`config.mk`:
```
export PLATFORM = sky130hd
export DESIGN_NAME = vga_timing_gen
export DESIGN_NICKNAME = d
export VERILOG_FILES = /design/src/rtl/vga_timing_gen.sv
export SDC_FILE = /design/constraint.sdc
export NUM_CORES = 1
export LEC_CHECK = 0
export CAP_MARGIN = 20
export CORE_MARGIN = 2
export CORE_UTILIZATION = 47
export DETAILED_ROUTE_END_ITERATION = 12
export PLACE_DENSITY = 0.79
export SLEW_MARGIN = 10
export SYNTH_ARGS = -nofsm -noshare
export SYNTH_HDL_FRONTEND = slang
export SYNTH_SLANG_ARGS = --single-unit
```
`constraint.sdc`:
```
create_clock -name CLK_50 -period 2 [get_ports CLK_50]
set_clock_uncertainty 0.05 [all_clocks]
set_input_delay 0.4 -clock CLK_50 [delete_from_list [all_inputs] [get_ports CLK_50]]
set_output_delay 0.4 -clock CLK_50 [all_outputs]
set_load 0.05 [all_outputs]
```
`src/rtl/vga_timing_gen.sv`:
```
// rtl/vga_timing_gen.sv - VGA sync/colour timing generator with pixel-clock enable
// Optional colour-bar source enabled by defining VGA_TESTPATTERN_EN.
module vga_timing_gen #(
  parameter int   H_ACTIVE = 640,
  parameter int   H_FP     = 16,
  parameter int   H_SYNC   = 96,
  parameter int   H_BP     = 48,
  parameter int   V_ACTIVE = 480,
  parameter int   V_FP     = 10,
  parameter int   V_SYNC   = 2,
  parameter int   V_BP     = 33,
  parameter logic HS_POL   = 1'b0,
  parameter logic VS_POL   = 1'b0,
  parameter int   CLK_DIV  = 2
) (
  input  logic        CLK_50,
  input  logic        RST,
  output logic        pix_req,
  output logic [10:0] pix_x,
  output logic [10:0] pix_y,
  input  logic [11:0] pix_rgb,
  input  logic        test_pattern,
  output logic        frame_start,
  output logic [3:0]  VGA_R,
  output logic [3:0]  VGA_G,
  output logic [3:0]  VGA_B,
  output logic        VGA_HS,
  output logic        VGA_VS
);

  localparam int H_TOTAL = H_ACTIVE + H_FP + H_SYNC + H_BP;
  localparam int V_TOTAL = V_ACTIVE + V_FP + V_SYNC + V_BP;

  localparam logic [3:0]  DIV_LAST  = 4'(CLK_DIV - 1);
  localparam logic [10:0] H_LAST    = 11'(H_TOTAL - 1);
  localparam logic [10:0] V_LAST    = 11'(V_TOTAL - 1);
  localparam logic [11:0] H_ACT     = 12'(H_ACTIVE);
  localparam logic [11:0] V_ACT     = 12'(V_ACTIVE);
  localparam logic [10:0] H_SYNC_LO = 11'(H_ACTIVE + H_FP);
  localparam logic [10:0] H_SYNC_HI = 11'(H_ACTIVE + H_FP + H_SYNC - 1);
  localparam logic [10:0] V_SYNC_LO = 11'(V_ACTIVE + V_FP);
  localparam logic [10:0] V_SYNC_HI = 11'(V_ACTIVE + V_FP + V_SYNC - 1);

  logic [3:0]  div_q, div_d;
  logic [10:0] hcnt_q, hcnt_d;
  logic [10:0] vcnt_q, vcnt_d;
  logic [11:0] rgb_q, rgb_d;
  logic        hs_q, hs_d;
  logic        vs_q, vs_d;
  logic        pe;
  logic        active;
  logic [11:0] src_rgb;

`ifdef VGA_TESTPATTERN_EN
  localparam int          BAR_W   = (H_ACTIVE >= 8) ? (H_ACTIVE / 8) : 1;
  localparam logic [10:0] BAR_W11 = 11'(BAR_W);

  // Bar order white..black maps each channel to one inverted bit of the bar index.
  logic [2:0]  bar_sel;
  logic [11:0] bar_rgb;

  assign bar_sel = 3'(hcnt_q / BAR_W11);
  assign bar_rgb = {{4{~bar_sel[1]}}, {4{~bar_sel[2]}}, {4{~bar_sel[0]}}};
  assign src_rgb = test_pattern ? bar_rgb : pix_rgb;
`else
  logic unused_test_pattern;

  assign unused_test_pattern = test_pattern;
  assign src_rgb             = pix_rgb;
`endif

  assign pe     = (div_q == DIV_LAST);
  assign active = ({1'b0, hcnt_q} < H_ACT) && ({1'b0, vcnt_q} < V_ACT);

  always_comb begin
    div_d  = pe ? 4'd0 : div_q + 4'd1;
    hcnt_d = hcnt_q;
    vcnt_d = vcnt_q;
    if (pe) begin
      if (hcnt_q == H_LAST) begin
        hcnt_d = '0;
        vcnt_d = (vcnt_q == V_LAST) ? 11'd0 : vcnt_q + 11'd1;
      end else begin
        hcnt_d = hcnt_q + 11'd1;
      end
    end
  end

  always_comb begin
    rgb_d = active ? src_rgb : 12'h000;
    hs_d  = ((hcnt_q >= H_SYNC_LO) && (hcnt_q <= H_SYNC_HI)) ? HS_POL : ~HS_POL;
    vs_d  = ((vcnt_q >= V_SYNC_LO) && (vcnt_q <= V_SYNC_HI)) ? VS_POL : ~VS_POL;
  end

  always_ff @(posedge CLK_50) begin
    if (RST) begin
      div_q  <= '0;
      hcnt_q <= '0;
      vcnt_q <= '0;
      rgb_q  <= '0;
      hs_q   <= ~HS_POL;
      vs_q   <= ~VS_POL;
    end else begin
      div_q  <= div_d;
      hcnt_q <= hcnt_d;
      vcnt_q <= vcnt_d;
      // Colour and both syncs share one enable so they stay aligned.
      if (pe) begin
        rgb_q <= rgb_d;
        hs_q  <= hs_d;
        vs_q  <= vs_d;
      end
    end
  end

  assign pix_x       = hcnt_q;
  assign pix_y       = vcnt_q;
  assign pix_req     = pe && active;
  assign frame_start = pe && (hcnt_q == 11'd0) && (vcnt_q == 11'd0);
  assign VGA_R       = rgb_q[11:8];
  assign VGA_G       = rgb_q[7:4];
  assign VGA_B       = rgb_q[3:0];
  assign VGA_HS      = hs_q;
  assign VGA_VS      = vs_q;

endmodule

```
==> key figures, run 1 <==
Cells and area
  – Post-layout utilization of the core: 0.692
  – Antenna diode instance count: 0
  – Final Net Count: between 200 and 300
  – Post-synthesis to final-layout area growth: 38.6%
  – Fraction of layout instances using a drive strength above 1: 0.222
  – Final cell count without fillers: between 300 and 400

Timing
  – Worst max-slew margin expressed relative to the limit: 0.487
  – Maximum frequency from static timing analysis: roughly 430 MHz
  – Worst-Margin Slew: roughly 0.77 ns
  – Hold Violations, Final: 0
  – Setup TNS: -0.600 ns
  – Setup Viol. Count Final: 2
  – Setup repair after global routing missed its margin: true
  – Ratio of final minimum period to clock period: 1.16
  – Smallest setup slack after layout: -0.319 ns
  – Tmin final: between 2 and 2.5 ns
  – Total count of max-transition violations in the final report: 0

Worst setup path
  – Arrival @ worst endpoint: about 1.9 ns
  – CP startpoint kind: flip-flop
  – Crit path kind: reg2out
  – Data required, critical path: 1.55 ns
  – Endpoint type of the worst setup path: output pin
  – Crit Path Max Fanout: 3

GRT
  – Global-route usage over all layers: 0.227
  – Number of antenna violations at the first check in global routing: 0
  – Global-route wire length before repair: 7620 µm
  – Pin count of the biggest net entering global routing: 13
  – Total grt overflow: 0
  – Number of global-route vias before repair: between 1500 and 2000

Place
  – DP Cell Count: 305
  – Detailed-placement wirelength estimate: 3380 µm
  – Count of buffers inserted at the top-level ports: between 50 and 60
  – Final weighted congestion in routability-driven placement: about 0.8

Logic synthesis
  – Cell with the most instances after synthesis: sky130_fd_sc_hd__dfxtp_1
  – Share of the synthesized area in the top cell type: 0.429
  – Sequential fraction of the synthesis area: 0.429
  – Number of nets in the synthesized netlist: roughly 230
  – Most frequent cells after synthesis: sky130_fd_sc_hd__dfxtp_1, sky130_fd_sc_hd__nand3_1, sky130_fd_sc_hd__nor2_1, sky130_fd_sc_hd__a22o_1
  – Primary flip-flop cell chosen by synthesis mapping: sky130_fd_sc_hd__dfxtp_1
  – Share of flip-flops with an asynchronous set or reset: 0
  – Summed instance area of the synthesized netlist: roughly 1900 µm²
  – Post-synthesis cell count: 205
  – Ranking of synthesized cells by area: sky130_fd_sc_hd__dfxtp_1, sky130_fd_sc_hd__nand3_1, sky130_fd_sc_hd__a22o_1
  – Number of synthesis warnings: 0
  – Number of flip-flops and latches in the synthesized netlist: 40
  – Number of enable flip-flop cells after synthesis: 0
  – Number of library cell types mapped by synthesis: 43
  – Synthesized area divided by synthesized cell count: around 9.1 µm²
  – Library cell occupying the most area in the post-synthesis netlist: sky130_fd_sc_hd__dfxtp_1

Die
  – Horizontal die dimension: between 60 and 70 µm
  – Number of cell rows: 22
  – Core area: 3740 µm²
  – Die Y-Extent: ~67 µm
  – Die area: approximately 4500 µm²
  – I/O pin count: 53
  – Initial core utilization: 0.499

Clocking
  – Cell at the root of the clock tree: sky130_fd_sc_hd__clkbuf_8
  – Deepest clock path buffer count: 2
  – Hold-fix buffer count after cts: 0
  – Total number of H-tree levels: 2
  – Clock latency on the worst-skew pair: 0.30 ns
  – Clock slew at reported path FFs: 0.08 ns
  – Number of buffers created by CTS: 5
  – TritonCTS clock tree: built
  – Clock net sink count: 40

Drt
  – Number of DRC markers in iteration 0: 98
  – Routed Antenna Nets: 0
  – Number of iterations in the first detailed-routing pass: 4
  – Average wire per cell in the routed design: ~15 µm
  – Number of vias after detailed routing: ~1800
  – Routed wire length: roughly 4700 µm
  – Post-route DRC: 0
  – Via count normalized by instance count: 5.69

Outcome
  – Violations in the final reports: negative setup slack
  – Status: complete, but fails checks

Flow run
  – Number of max-cap violations: 0

Min path
  – Hold/Removal Path Class: reg2reg

Power and ir drop
  – Cell Pwr Density: about 830 nW/µm²
  – Leakage power: roughly 0.98 nW
  – Worst vdd rail ir drop: ~0.5 mV
final cells by class:
type                       instances  area (µm²)
multi-input combinational        145        1010
fill                             336        1150
clock inverter                     2        35.0
timing repair buffer              63         568
inverter                          10        37.5
clock buffer                       6        72.6
sequential                        40         806
tap                               48        60.1
final timing paths:
check | start | end | cells past startpoint | slack, ns
worst max register to register | pix_x[1]$_SDFFE_PP0N_ | pix_y[10]$_SDFFE_PP0P_ | 5 | 0.12
worst min register to register | rgb_q[2]$_SDFFE_PP0N_ | rgb_q[2]$_SDFFE_PP0N_ | 1 | 0.43
worst max-delay path | div_q[1]$_SDFF_PP0_ | frame_start | 7 | -0.32
worst min-delay path | rgb_q[2]$_SDFFE_PP0N_ | rgb_q[2]$_SDFFE_PP0N_ | 1 | 0.43
worst max-delay path: stages (launching register included):
cell                      delay (ns)
sky130_fd_sc_hd__dfxtp_2        0.33
sky130_fd_sc_hd__inv_2          0.05
sky130_fd_sc_hd__ha_4           0.13
sky130_fd_sc_hd__or3b_4         0.40
sky130_fd_sc_hd__nor4_4         0.16
sky130_fd_sc_hd__nand4_1        0.19
sky130_fd_sc_hd__nor2_4         0.17
sky130_fd_sc_hd__buf_12         0.15
flip-flops by register name, summed over array words and instances (netlist names):
name    cells
VGA_HS      1
VGA_VS      1
div_q       4
pix_x      11
pix_y      11
rgb_q      12
stage by stage:
step	total power (W)	cell area, µm²	hold slack (ns)	worst slack [ns]
3_3_place_gp	0.00149	2450	0.411	-0.0261
3_5_place_dp	0.00150	2450	0.413	-0.0617
6_report	0.00216	2590	0.431	-0.319
5_1_grt	0.00225	2590	0.448	-0.416
2_1_floorplan	0.00129	1880	0.412	-0.0775
4_1_cts	0.00216	2580	0.435	-0.408
cell families (layout without fill, tap and decap cells):
logic type | count (synthesis) | in the layout | share of synthesized area
and+or+nand+nor | 89 | 89 | 0.271
DFF | 40 | 40 | 0.429
adders and majority gates | 6 | 6 | 0.0402
AOI/OAI and AO/OA | 39 | 39 | 0.161
xor gates and xnor gates | 11 | 11 | 0.0516
buffers and inverters | 20 | 81 | 0.0476
layout by cell type (no fill, tap or decap), drive strengths merged, types with 6 or more instances in the layout:
| cell | instances |
|---|---|
| a21oi | 6 |
| a22o | 12 |
| buf | 35 |
| clkbuf | 6 |
| clkdlybuf4s50 | 28 |
| dfxtp | 40 |
| ha | 6 |
| inv | 10 |
| nand2 | 11 |
| nand3 | 22 |
| nand4 | 7 |
| nor2 | 18 |
| nor3 | 8 |
| xnor2 | 8 |
power by group:
| part | internal [W] | switching [W] | total, W |
|---|---|---|---|
| sequential | 0.000856 | 0.0000663 | 0.000922 |
| combinational | 0.000241 | 0.000340 | 0.000581 |
| clock | 0.000370 | 0.000284 | 0.000654 |
| total | 0.00147 | 0.000690 | 0.00216 |
metal layers:
layer	GRT usage	wire (µm)
met2	0.359	2170
met1	0.298	2140
met4	0.0663	51
met3	0.0659	335
met5	0	0
timing repair:
item	in CTS	in global routing
resized for setup	7	2
setup buffers	1	0
setup endpoints to repair	3	21
pin swaps	3	3
(Power assumes the default switching activity.)
==> run 2: changes to the inputs <==
- SKIP_LAST_GASP: unset -> 1
==> results of run 2 <==
Final layout, timing and power as in run 1 (identical DEF).
